==> config.mk <==
export PLATFORM = sky130hd
export DESIGN_NAME = decode_stage
export DESIGN_NICKNAME = d
export VERILOG_FILES = /design/src/rtl/decode_stage.sv
export SDC_FILE = /design/constraint.sdc
export NUM_CORES = 1
export LEC_CHECK = 0
export ABC_CLOCK_PERIOD_IN_PS = 7750
export BUFFER_PORTS_ARGS = -buffer_cell sky130_fd_sc_hd__buf_4
export CORE_MARGIN = 5
export CORE_UTILIZATION = 55
export DETAILED_ROUTE_END_ITERATION = 12
export MAX_ROUTING_LAYER = met4
export PLACE_DENSITY_LB_ADDON = 0.2
export SYNTH_ARGS = -nofsm -noshare
export SYNTH_HDL_FRONTEND = slang
export SYNTH_SLANG_ARGS = --single-unit
==> constraint.sdc <==
create_clock -name clk -period 7.75 [get_ports clk]
set_input_delay 1.55 -clock clk [delete_from_list [all_inputs] [get_ports clk]]
set_output_delay 1.55 -clock clk [all_outputs]
set_load 0.01 [all_outputs]
==> src/rtl/decode_stage.sv <==
// RV32I/RV64I decode stage: field split, immediate sign-extension, illegal detection,
// valid/ready with a 2-entry skid. Optional DECODE_PERF_EN adds transfer counters.
module decode_stage #(
  parameter int XLEN = 32,
  parameter int PC_W = 32
) (
  input  logic            clk,
  input  logic            rst,
  input  logic            flush,
  input  logic            in_valid,
  output logic            in_ready,
  input  logic [31:0]     in_instr,
  input  logic [PC_W-1:0] in_pc,
  output logic            out_valid,
  input  logic            out_ready,
  output logic [PC_W-1:0] out_pc,
  output logic [6:0]      opcode,
  output logic [4:0]      rd,
  output logic [2:0]      funct3,
  output logic [4:0]      rs1,
  output logic [4:0]      rs2,
  output logic [6:0]      funct7,
  output logic [XLEN-1:0] imm,
  output logic [2:0]      imm_type,
  output logic            illegal
`ifdef DECODE_PERF_EN
  ,
  output logic [31:0]     perf_decoded,
  output logic [31:0]     perf_illegal
`endif
);

  localparam logic [6:0] OPC_OP_IMM = 7'b0010011;
  localparam logic [6:0] OPC_LOAD   = 7'b0000011;
  localparam logic [6:0] OPC_JALR   = 7'b1100111;
  localparam logic [6:0] OPC_FENCE  = 7'b0001111;
  localparam logic [6:0] OPC_SYSTEM = 7'b1110011;
  localparam logic [6:0] OPC_STORE  = 7'b0100011;
  localparam logic [6:0] OPC_BRANCH = 7'b1100011;
  localparam logic [6:0] OPC_LUI    = 7'b0110111;
  localparam logic [6:0] OPC_AUIPC  = 7'b0010111;
  localparam logic [6:0] OPC_JAL    = 7'b1101111;
  localparam logic [6:0] OPC_OP     = 7'b0110011;

  localparam logic [2:0] IMM_I    = 3'b000;
  localparam logic [2:0] IMM_S    = 3'b001;
  localparam logic [2:0] IMM_B    = 3'b010;
  localparam logic [2:0] IMM_U    = 3'b011;
  localparam logic [2:0] IMM_J    = 3'b100;
  localparam logic [2:0] IMM_NONE = 3'b111;

  typedef enum logic [1:0] {EMPTY, ONE, FULL} state_t;

  typedef struct packed {
    logic [PC_W-1:0] pc;
    logic [6:0]      opcode;
    logic [4:0]      rd;
    logic [2:0]      funct3;
    logic [4:0]      rs1;
    logic [4:0]      rs2;
    logic [6:0]      funct7;
    logic [XLEN-1:0] imm;
    logic [2:0]      imm_type;
    logic            illegal;
  } dec_t;

  state_t      state, state_n;
  dec_t        dec, out_q, skid_q;
  logic [31:0] imm32;
  logic [2:0]  fmt;
  logic        bad;
  logic        accept, fire, load_out, load_skid, skid_to_out;

  // Immediates are built as 32-bit sign-extended patterns, then widened to XLEN.
  always_comb begin
    imm32 = '0;
    fmt   = IMM_NONE;
    bad   = 1'b0;
    case (in_instr[6:0])
      OPC_OP_IMM: begin
        imm32 = {{20{in_instr[31]}}, in_instr[31:20]};
        fmt   = IMM_I;
        if (in_instr[14:12] == 3'b001)
          bad = (in_instr[31:26] != 6'b000000) || (XLEN == 32 && in_instr[25]);
        else if (in_instr[14:12] == 3'b101)
          bad = (in_instr[31:26] != 6'b000000 && in_instr[31:26] != 6'b010000) ||
                (XLEN == 32 && in_instr[25]);
      end
      OPC_LOAD: begin
        imm32 = {{20{in_instr[31]}}, in_instr[31:20]};
        fmt   = IMM_I;
        bad   = (in_instr[14:12] == 3'b111) ||
                (XLEN == 32 && (in_instr[14:12] == 3'b011 || in_instr[14:12] == 3'b110));
      end
      OPC_JALR: begin
        imm32 = {{20{in_instr[31]}}, in_instr[31:20]};
        fmt   = IMM_I;
        bad   = (in_instr[14:12] != 3'b000);
      end
      OPC_FENCE, OPC_SYSTEM: begin
        imm32 = {{20{in_instr[31]}}, in_instr[31:20]};
        fmt   = IMM_I;
      end
      OPC_STORE: begin
        imm32 = {{20{in_instr[31]}}, in_instr[31:25], in_instr[11:7]};
        fmt   = IMM_S;
        bad   = (in_instr[14:12] > ((XLEN == 64) ? 3'd3 : 3'd2));
      end
      OPC_BRANCH: begin
        imm32 = {{19{in_instr[31]}}, in_instr[31], in_instr[7], in_instr[30:25],
                 in_instr[11:8], 1'b0};
        fmt   = IMM_B;
        bad   = (in_instr[14:12] == 3'b010) || (in_instr[14:12] == 3'b011);
      end
      OPC_LUI, OPC_AUIPC: begin
        imm32 = {in_instr[31:12], 12'b0};
        fmt   = IMM_U;
      end
      OPC_JAL: begin
        imm32 = {{11{in_instr[31]}}, in_instr[31], in_instr[19:12], in_instr[20],
                 in_instr[30:21], 1'b0};
        fmt   = IMM_J;
      end
      OPC_OP: begin
        bad = (in_instr[31:25] != 7'b0000000) && (in_instr[31:25] != 7'b0100000);
      end
      default: bad = 1'b1;
    endcase
    if (in_instr[1:0] != 2'b11)
      bad = 1'b1;
    if (bad) begin
      imm32 = '0;
      fmt   = IMM_NONE;
    end

    dec          = '0;
    dec.pc       = in_pc;
    dec.opcode   = in_instr[6:0];
    dec.rd       = in_instr[11:7];
    dec.funct3   = in_instr[14:12];
    dec.rs1      = in_instr[19:15];
    dec.rs2      = in_instr[24:20];
    dec.funct7   = in_instr[31:25];
    dec.imm      = XLEN'($signed(imm32));
    dec.imm_type = fmt;
    dec.illegal  = bad;
  end

  assign in_ready  = (state != FULL);
  assign out_valid = (state != EMPTY);
  assign accept    = in_valid && in_ready && !flush;
  assign fire      = out_valid && out_ready;

  // Flush overrides everything; in FULL no accept is possible since in_ready is low.
  always_comb begin
    state_n     = state;
    load_out    = 1'b0;
    load_skid   = 1'b0;
    skid_to_out = 1'b0;
    if (flush) begin
      state_n = EMPTY;
    end else begin
      case (state)
        EMPTY: if (accept) begin
          load_out = 1'b1;
          state_n  = ONE;
        end
        ONE: begin
          if (accept && out_ready) begin
            load_out = 1'b1;
          end else if (accept) begin
            load_skid = 1'b1;
            state_n   = FULL;
          end else if (out_ready) begin
            state_n = EMPTY;
          end
        end
        FULL: if (out_ready) begin
          skid_to_out = 1'b1;
          state_n     = ONE;
        end
        default: state_n = EMPTY;
      endcase
    end
  end

  always_ff @(posedge clk or posedge rst) begin
    if (rst) state <= EMPTY;
    else     state <= state_n;
  end

  always_ff @(posedge clk or posedge rst) begin
    if (rst) begin
      out_q           <= '0;
      out_q.imm_type  <= IMM_NONE;
      skid_q          <= '0;
      skid_q.imm_type <= IMM_NONE;
    end else begin
      if (load_out)         out_q <= dec;
      else if (skid_to_out) out_q <= skid_q;
      if (load_skid)        skid_q <= dec;
    end
  end

  assign out_pc   = out_q.pc;
  assign opcode   = out_q.opcode;
  assign rd       = out_q.rd;
  assign funct3   = out_q.funct3;
  assign rs1      = out_q.rs1;
  assign rs2      = out_q.rs2;
  assign funct7   = out_q.funct7;
  assign imm      = out_q.imm;
  assign imm_type = out_q.imm_type;
  assign illegal  = out_q.illegal;

`ifdef DECODE_PERF_EN
  // Counters follow output transfers only, so flushed instructions are never counted.
  always_ff @(posedge clk or posedge rst) begin
    if (rst) begin
      perf_decoded <= '0;
      perf_illegal <= '0;
    end else if (fire) begin
      perf_decoded <= perf_decoded + 32'd1;
      if (out_q.illegal) perf_illegal <= perf_illegal + 32'd1;
    end
  end
`endif

endmodule

==> impl_metrics.toml, run 1 <==
[timing]
fmax_mhz = 269.3
worst_pin_slew_ps = 1035
finalSetupViolCount = 0
drv_slew = 0
post-route-min-period_ps = 3713
clock-skew-final_ps = 9.922
fin_setup_tns_ps = 0
hold_viol_final = 0
relSlewSlack_pct = 31.03
rsz0062_at_grt = "false"
fin_crit_sh_pct = 47.91

[clock_tree]
clock-sinks = 202
cts_tree = "done"
post_cts_buffers = 0
hold_buffers = 0
path_clk_slew_ps = 60
cts_buffers = 21
cts-root-buf = "clkbuf_16"
clockBufferDepth = 3
post_cts_resized = 0
clk_latency_ps = 490
h-tree-depth = 1

[logic_synthesis]
synth_cells = 907
yosysWarnings = 0
ys_ff_latch = 202
syn_area_per_cell_um2 = 9.662
syn-cell-area_um2 = 8763
yosys.area.top_type_share_pct = 55.97
synthArstFlopShare_pct = 100.0
synth-edff-count = 0
yosys.area.top_type = "dfrtp_1"
synth.top_cells.by_area = "dfrtp_1 (56%), nand2_1 (15%), a22oi_1 (6.1%)"
synth_flop_cell = "dfrtp_1"
ys_seq_area_share_pct = 57.77
syn_nets = 976
ys_types = 49

[cells_and_area]
layout_commonest_cell = "nand2_1"
drive_gt1_share_pct = 22.55
nFillCells = 1300
seq_area_um2 = 5062
most-common-layout-cells = "nand2_1 (356), dfrtp_1 (196), buf_4 (179)"
fin_nets = 1115
area_delta_synth_final_pct = 23.26
antenna_cells = 0
multiInputGateArea_um2 = 3438
post-route-util_pct = 68.49

[setup_path]
start_kind = "input port"
cpLargestDelayFamily = "simple AND/OR/NAND/NOR gates"
r2r_cells = 6
worstReg2RegStart = "state[0]"
arrival_ps = 4130
critPathBufInv = 1
cpMaxStageDelayCell = "nand3_1"
worstReg2RegEnd = "imm_type[1]"
cp_max_fo = 17
worst_ep_required_time_ps = 8170
end_kind = "flop"
path_class = "in2reg"
rrSetupSlack_ps = 5000
path_cells = "buf_4, nor4_1, a311oi_1, a21oi_1, nand3_1, o32a_1"
max_stage_delay_ps = 650

[global_routing]
grt_pass1_vias = 7204
track_usage_pct = 25.87
antenna_found_initial = 0
overflow = 0
grt_max_degree = 127
grt_pass1_wl_um = 37550

[floorplanning]
core_area_um2 = 15770
rows = 46
ios = 171
dieArea_um2 = 18560
start_util_pct = 55.57
die_x_um = 136.2
die_y_um = 136.2

[routing]
vias = 7260
routed_via_density = 5.690
drc = 0
wl_um = 23160
drtIter0Drc = 524
dr.pass1.iters = 7
ant_nets = 0
wl_per_cell_um = 18.15

[hold_path]
min-delay-start = "funct3[0]"
worstHoldPathType = "reg2reg"
min_path_cells = 2
holdPathEnd = "funct3[0]"

[place]
dp_hpwl_um = 14390
port_buffers = 170
gp_congestion = 0.9478

[pwr]
p_per_area_nw_per_um2 = 255.7
ir_worst_vdd_mv = 0.1717
finalPower_mw = 2.762
p_leak_nw = 5.290

[outcome]
status = "completed"

[flow_run]
drv_cap = 0
## synthesized netlist by cell type, types with 2 or more instances
library cell	n
a311oi_1	2
a22oi_1	71
nor3_1	5
or3_1	2
nand3_1	6
inv_1	5
a211oi_1	13
buf_1	7
mux2i_1	30
o221ai_1	2
a22o_1	8
o22a_1	2
buf_2	8
nor3b_1	2
clkbuf_2	2
o21ai_0	23
o2bb2ai_1	6
nor2_1	20
and3_1	5
a211o_1	2
nand2b_1	7
nor2b_1	5
clkbuf_1	43
dfrtp_1	196
a221oi_2	10
a21oi_1	20
o22ai_1	16
nand2_1	356
mux2_2	2
buf_6	3
o32a_1	4
or2_2	2
dfstp_2	6
## power by group
part | total [mW] | internal [mW] | switching (mW)
Clock | 0.963 | 0.568 | 0.394
Combinational | 0.459 | 0.211 | 0.248
Sequential | 1.34 | 1.24 | 0.101
Total | 2.76 | 2.02 | 0.744
## worst register-to-register path, cell delays in order (launching register included)
cell and delay, ps:
dfrtp_1 430, nand2b_1 210, nor3b_2 200, buf_4 360, buf_4 860, mux2_2 460, o32a_1 160
## kinds of logic (layout without fill, tap and decap cells)
logic type | after synthesis | after routing | synth area share, %
flip-flops | 202 | 202 | 57.77
multiplexers | 32 | 32 | 3.684
AND/OR/NAND/NOR | 419 | 419 | 19.35
AO/OA/AOI/OAI | 186 | 186 | 15.89
buffers and inverters | 68 | 221 | 3.312
## layout make-up
cell class / count / area share [%]
Clock buffer: 36 / 6.035
Clock inverter: 1 / 0.08108
Inverter: 5 / 0.2433
Multi-Input combinational cell: 637 / 31.83
Sequential cell: 202 / 46.87
Tap cell: 216 / 2.502
Timing Repair Buffer: 179 / 12.44
## worst max path at each step
stage                       startpoint     endpoint  slack, ps  cells after the start
after global routing      in_instr[25]  imm_type[0]       3930                      6
after floorplan                    rst    funct3[0]        700                      1
after CTS                 in_instr[25]  imm_type[0]       4220                      6
after detailed placement  in_instr[25]  imm_type[0]       3710                      6
final                     in_instr[25]  imm_type[0]       4040                      6
after global placement    in_instr[25]  imm_type[0]       3760                      7
## per-stage QoR
stage	std cells	hold slack, ps	worst slack (ps)	instance area, um2
floorplan	907	446.5	699.2	8763
global placement	1239	457.3	3763	10140
detailed placement	1239	462.7	3710	10140
global route	1276	494.3	3934	10800
finish	1276	470.9	4037	10800
CTS	1276	477.3	4224	10800
## sequential cells by signal (all words and copies together), names as in the netlist
register,count
skid_q,100
imm,32
out_pc,32
funct7,7
opcode,7
rd,5
rs1,5
rs2,5
funct3,3
imm_type,3
state,2
illegal,1
## layer usage
layer	part of all wire, %	GRT usage [%]	wire length (um)	up-vias
li1	-	-	-	3387
met1	43	36.33	9971	3571
met2	48	39.76	11030	253
met3	7.1	4.219	1650	49
met4	2.2	6.775	516	0
met5	0	-	0	-
No activity file was read; power rests on OpenSTA's default activity.
==> run 2: changes to the inputs <==
--- a/config.mk
+++ b/config.mk
@@ -5,10 +5,11 @@
 export SDC_FILE = /design/constraint.sdc
 export NUM_CORES = 1
 export LEC_CHECK = 0
-export ABC_CLOCK_PERIOD_IN_PS = 7750
+export ABC_AREA = 1
+export ABC_CLOCK_PERIOD_IN_PS = 3700
 export BUFFER_PORTS_ARGS = -buffer_cell sky130_fd_sc_hd__buf_4
 export CORE_MARGIN = 5
-export CORE_UTILIZATION = 55
+export CORE_UTILIZATION = 56
 export DETAILED_ROUTE_END_ITERATION = 12
 export MAX_ROUTING_LAYER = met4
 export PLACE_DENSITY_LB_ADDON = 0.2
==> constraint.sdc (replaced) <==
create_clock -name clk -period 3.7 [get_ports clk]
set_input_delay 0.74 -clock clk [delete_from_list [all_inputs] [get_ports clk]]
set_output_delay 0.74 -clock clk [all_outputs]
set_load 0.01 [all_outputs]
==> run 2 against run 1 <==
First-iteration DRC count up 61%. Synthesized cell count increased by 26%. Critical path depth up 1. Register-to-register slack worse by 3500 ps. Worst setup slack got worse by 2600 ps. Clock skew up 3.7 ps. Count of clock-buffer cells in the layout decreased by 2. Combinational power increased to 3.2 times the previous value. Via count rose by 17%. Area after synthesis increased by 8.2%. Wire length increased by 8.6%. Critical endpoint is now skid_q[19]. Highest routed layer unchanged.
==> impl_metrics.toml, run 2 <==
[outcome]
status = "completed"

[logic_synthesis]
synth-edff-count = 0
yosys.area.top_type_share_pct = 51.75
ys_ff_latch = 202
synth.top_cells.by_count = "nand2_1 (305), dfrtp_1 (196), nand3_1 (124), inv_1 (100), o21ai_0 (84)"
yosysWarnings = 0
yosys.area.top_type = "dfrtp_1"
syn_nets = 1216
synthArstFlopShare_pct = 100.0
synth.most_common_cell = "nand2_1"
synth.top_cells.by_area = "dfrtp_1 (52%), nand2_1 (12%), nand3_1 (6.5%)"
synth_cells = 1147
syn-cell-area_um2 = 9478
ys_seq_area_share_pct = 53.41
ys_types = 28
synth_flop_cell = "dfrtp_1"
syn_area_per_cell_um2 = 8.263

[timing]
relSlewSlack_pct = 26.10
fin_setup_tns_ps = 0
post-route-min-period_ps = 2298
clock-skew-final_ps = 13.59
rsz0062_at_grt = "false"
fin_crit_sh_pct = 62.11
drv_slew = 0
hold_viol_final = 0
fmax_mhz = 435.2
finalSetupViolCount = 0
worst_pin_slew_ps = 1107

[routing]
dr.pass1.iters = 5
drc = 0
drtIter0Drc = 844
routed_via_density = 5.631
vias = 8509
wl_per_cell_um = 16.66
wl_um = 25170
ant_nets = 0

[setup_path]
worst_ep_required_time_ps = 4020
worstReg2RegStart = "state[1]"
arrival_ps = 2620
cp_max_fo = 68
r2r_cells = 6
rrSetupSlack_ps = 1460
path_class = "in2reg"
end_kind = "flop"
worstReg2RegEnd = "skid_q[19]"
start_kind = "input port"

[clock_tree]
clock-sinks = 202
post_cts_buffers = 0
hold_buffers = 0
post_cts_resized = 0
clockBufferDepth = 3
h-tree-depth = 1
path_clk_slew_ps = 60
cts_buffers = 22
cts_tree = "done"
clk_latency_ps = 500
cts-root-buf = "clkbuf_16"

[flow_run]
drv_cap = 0

[place]
dp_hpwl_um = 16660
gp_congestion = 0.9032
port_buffers = 170

[pwr]
p_leak_nw = 5.726
finalPower_mw = 6.634
ir_worst_vdd_mv = 0.3463
p_per_area_nw_per_um2 = 574.2

[global_routing]
antenna_found_initial = 0
grt_pass1_vias = 8093
grt_max_degree = 112
track_usage_pct = 26.54
overflow = 0
grt_pass1_wl_um = 42170

[floorplanning]
core_area_um2 = 16580
rows = 47
die_x_um = 140.1
die_y_um = 140.1
dieArea_um2 = 19630
start_util_pct = 57.15
ios = 171

[cells_and_area]
fin_nets = 1344
antenna_cells = 0
area_delta_synth_final_pct = 21.90
largest_reg_flops = 100
most-common-layout-cells = "nand2_1 (305), dfrtp_1 (196), buf_4 (175)"
layout_commonest_cell = "nand2_1"
drive_gt1_share_pct = 19.13
regMostFlops = "skid_q"

[hold_path]
worstHoldPathType = "in2async"
## run 2: changes by cell type after synthesis, moves of 30 or more
| cell | change |
|---|---|
| nand3_1 | +118 |
| inv_1 | +95 |
| a22oi_1 | -71 |
| o21ai_0 | +61 |
| a21oi_1 | +60 |
| nand2_1 | -51 |
| o211ai_1 | +43 |
| nor2_1 | +31 |
| mux2i_1 | -30 |
| o21ai_1 | +30 |
## run 2: cell families (layout without fill, tap and decap cells)
family	after synthesis	in the layout	synth area share, %
AOI/OAI and AO/OA	258	258	15.59
buffers and inverters	184	328	8.251
and+or+nand+nor	503	503	22.75
DFF	202	202	53.41
## run 2: report_power, final
group	internal (mW)	leakage, nW	switching [mW]
registers	2.76	2.51	0.232
logic	0.660	2.87	0.827
clock network	1.29	0.350	0.862
total	4.71	5.73	1.92
## run 2: how the worst max path moves through the flow
stage                      end  start
floorplan            funct3[0]    rst
global placement    skid_q[10]  flush
detailed placement  skid_q[19]  flush
CTS                 skid_q[19]  flush
global route        skid_q[19]  flush
finish              skid_q[19]  flush
## run 2: stage by stage
step                std cells  setup slack [ps]  instance area, um2  hold WS, ps  utilization (%)
floorplan                1147             348.6                9482        442.2                -
global placement         1471              1051               10840        454.0            65.36
detailed placement       1471             952.1               10840        458.8            65.36
CTS                      1511              1416               11550        379.4            69.67
global route             1511              1205               11550        419.8            69.67
finish                   1511              1402               11550        365.3            69.67
## run 2: area by class of cell
class,count,area [um2]
inverters,107,410.4
clock inverters,6,57.56
flip-flops and latches,202,5062
well taps,220,275.3
clock buffers,34,656.9
fillers,1366,5030
repair buffers,181,1434
multi-input cells,761,3657
## run 2: per-layer routing
metal | global-route usage, % | wire length (um) | up-vias
li1 | - | - | 4057
met1 | 37.80 | 10870 | 4047
met2 | 40.67 | 11770 | 362
met3 | 4.533 | 2033 | 43
met4 | 5.660 | 498 | 0
met5 | - | 0 | -
## run 2: critical path, cell delays in order
cell and delay (ps):
buf_4 130, nor2_1 210, nand3_1 180, nor2_4 450
inv_2 580, nand2_1 210, o21ai_1 100
==> run 3: changes to the inputs <==
--- a/config.mk
+++ b/config.mk
@@ -6,7 +6,7 @@
 export NUM_CORES = 1
 export LEC_CHECK = 0
 export ABC_AREA = 1
-export ABC_CLOCK_PERIOD_IN_PS = 3700
+export ABC_CLOCK_PERIOD_IN_PS = 2400
 export BUFFER_PORTS_ARGS = -buffer_cell sky130_fd_sc_hd__buf_4
 export CORE_MARGIN = 5
 export CORE_UTILIZATION = 56
==> constraint.sdc (replaced) <==
create_clock -name clk -period 2.4 [get_ports clk]
set_input_delay 0.48 -clock clk [delete_from_list [all_inputs] [get_ports clk]]
set_output_delay 0.48 -clock clk [all_outputs]
set_load 0.01 [all_outputs]
==> run 3 against run 2 <==
Die area is the same. Sequential power grew 55%. Power grew 57%. Cell count grew 0.33%. Clock skew shrank 7.2 ps. Critical path depth grew 3. Count of clock-buffer cells in the layout shrank 1. Non-clock buffer count grew 8. Clock power grew 63%. Final area grew 1.2%.
==> impl_metrics.toml, run 3 (same netlist as run 2, synthesis figures left out) <==
[outcome]
status = "completed"

[clock_tree]
clock-sinks = 202
hold_buffers = 0
cts-root-buf = "clkbuf_16"
cts_buffers = 21
post_cts_resized = 0
clk_latency_ps = 490
cts_tree = "done"
path_clk_slew_ps = 60
clockBufferDepth = 3
post_cts_buffers = 0
h-tree-depth = 1

[place]
dp_cells = 1479
dp_hpwl_um = 16900
gp_congestion = 0.9708
port_buffers = 170
dp_slack_ps = -47.47

[cells_and_area]
antenna_cells = 0
largest_reg_flops = 100
area_delta_synth_final_pct = 23.31
layout_commonest_cell = "nand2_1"
fin_nets = 1351
regMostFlops = "skid_q"
final_cell_count_no_fill = 1516
most-common-layout-cells = "nand2_1 (305), dfrtp_1 (196), buf_4 (180)"
drive_gt1_share_pct = 19.52

[setup_path]
rrSetupSlack_ps = 740
worstReg2RegEnd = "skid_q[2]"
path_cells = "buf_4, nand2_2, inv_1, nand2_1, nor2_1, nand2_1, nand3_1, nor2_4, nand3_1, a21oi_1"
critPathLaunch = "in_instr[1]"
max_stage_delay_ps = 670
critPathBufInv = 2
arrival_ps = 2420
cpMaxStageDelayCell = "nor2_4"
worstReg2RegStart = "state[1]"
start_kind = "input port"
worst_ep_required_time_ps = 2800
cp_max_fo = 31
worstSetupEndpoint = "imm[22]"
path_class = "in2reg"
r2r_cells = 7
worstSetupPathDepth = 10
end_kind = "flop"
cpLargestDelayFamily = "simple AND/OR/NAND/NOR gates"

[routing]
drc = 0
wl_um = 25580
wl_per_cell_um = 16.87
routed_via_density = 5.566
drtIter0Drc = 824
ant_nets = 0
vias = 8438
dr.pass1.iters = 5

[floorplanning]
die_x_um = 140.1
start_util_pct = 57.15
ios = 171
dieArea_um2 = 19630
rows = 47
die_y_um = 140.1
core_area_um2 = 16580

[timing]
rsz0062_at_grt = "false"
hold_viol_final = 0
worst_pin_slew_ps = 832.5
clock-skew-final_ps = 6.390
post-route-min-period_ps = 2013
drv_slew = 0
fmax_mhz = 496.8
finalSetupViolCount = 0
setup_ws_ps = 387.1
fin_setup_tns_ps = 0
fin_crit_sh_pct = 83.87
relSlewSlack_pct = 44.37

[global_routing]
grtUsageMet3_pct = 4.806
use_met2_pct = 40.29
grt_pass1_vias = 8107
overflow = 0
grt_pass1_wl_um = 42060
grt_max_degree = 109
grt.busiest_layer = "met2"
met1_usage_pct = 37.81
antenna_found_initial = 0
track_usage_pct = 26.70

[flow_run]
drv_cap = 0

[pwr]
p_leak_nw = 5.791
finalPower_mw = 10.45
ir_worst_vdd_mv = 0.5174
p_per_area_nw_per_um2 = 893.8

[hold_path]
worstHoldPathType = "in2async"
run 3: cell count changes in the layout (fill, tap and decap cells not counted):
cell | previous run | this run
clkbuf_16 | 23 | 21
clkbuf_1 | 7 | 6
buf_12 | 6 | 9
bufinv_16 | 1 | 4
clkbuf_8 | 4 | 6
buf_4 | 175 | 180
clkinvlp_4 | 2 | 1
clkinv_2 | 4 | 0
run 3: routing by layer:
layer / routed length [um] / up-vias / share of wire (%)
met1: 11050 / 3979 / 43
met4: 585 / 0 / 2.3
met2: 11840 / 357 / 46
li1: - / 4056 / -
met5: 0 / - / 0
met3: 2102 / 46 / 8.2
run 3: worst register-to-register path: stages (launching register included):
cell,delay (ps)
dfrtp_1,370
inv_1,120
nand3_1,170
nor2_4,60
inv_2,40
buf_4,520
nand2_1,200
nand2_1,110
run 3: metrics by stage:
step                cell area, um2  hold slack, ps  util [%]
floorplan                     9482           442.2         -
CTS                          11690           191.2     70.48
finish                       11690           129.9     70.48
detailed placement           10940           459.8     65.95
global route                 11690           200.2     70.48
global placement             10940           457.4     65.95
run 3: worst min-delay path by stage:
stage / end / cells after the start / from / slack (ps)
2_1_floorplan: skid_q[42] / 2 / skid_q[42] / 440
3_3_place_gp: skid_q[42] / 2 / skid_q[42] / 460
6_report: imm[15] / 3 / rst / 130
4_1_cts: imm[15] / 3 / rst / 190
3_5_place_dp: skid_q[3] / 2 / skid_q[3] / 460
5_1_grt: skid_q[72] / 3 / in_pc[4] / 200
run 3: power by group:
part / switching, mW / internal, mW / leakage (nW)
combinational: 1.28 / 1.03 / 2.92
clock: 1.29 / 2.23 / 0.366
sequential: 0.361 / 4.26 / 2.51
total: 2.93 / 7.51 / 5.79
run 3: area by class of cell:
class / count / area [um2]
inverter: 107 / 410.4
sequential: 202 / 5062
timing repair buffer: 189 / 1531
clock buffer: 33 / 630.6
tap: 220 / 275.3
multi-input combinational: 761 / 3657
fill: 1280 / 4896
clock inverter: 4 / 120.1
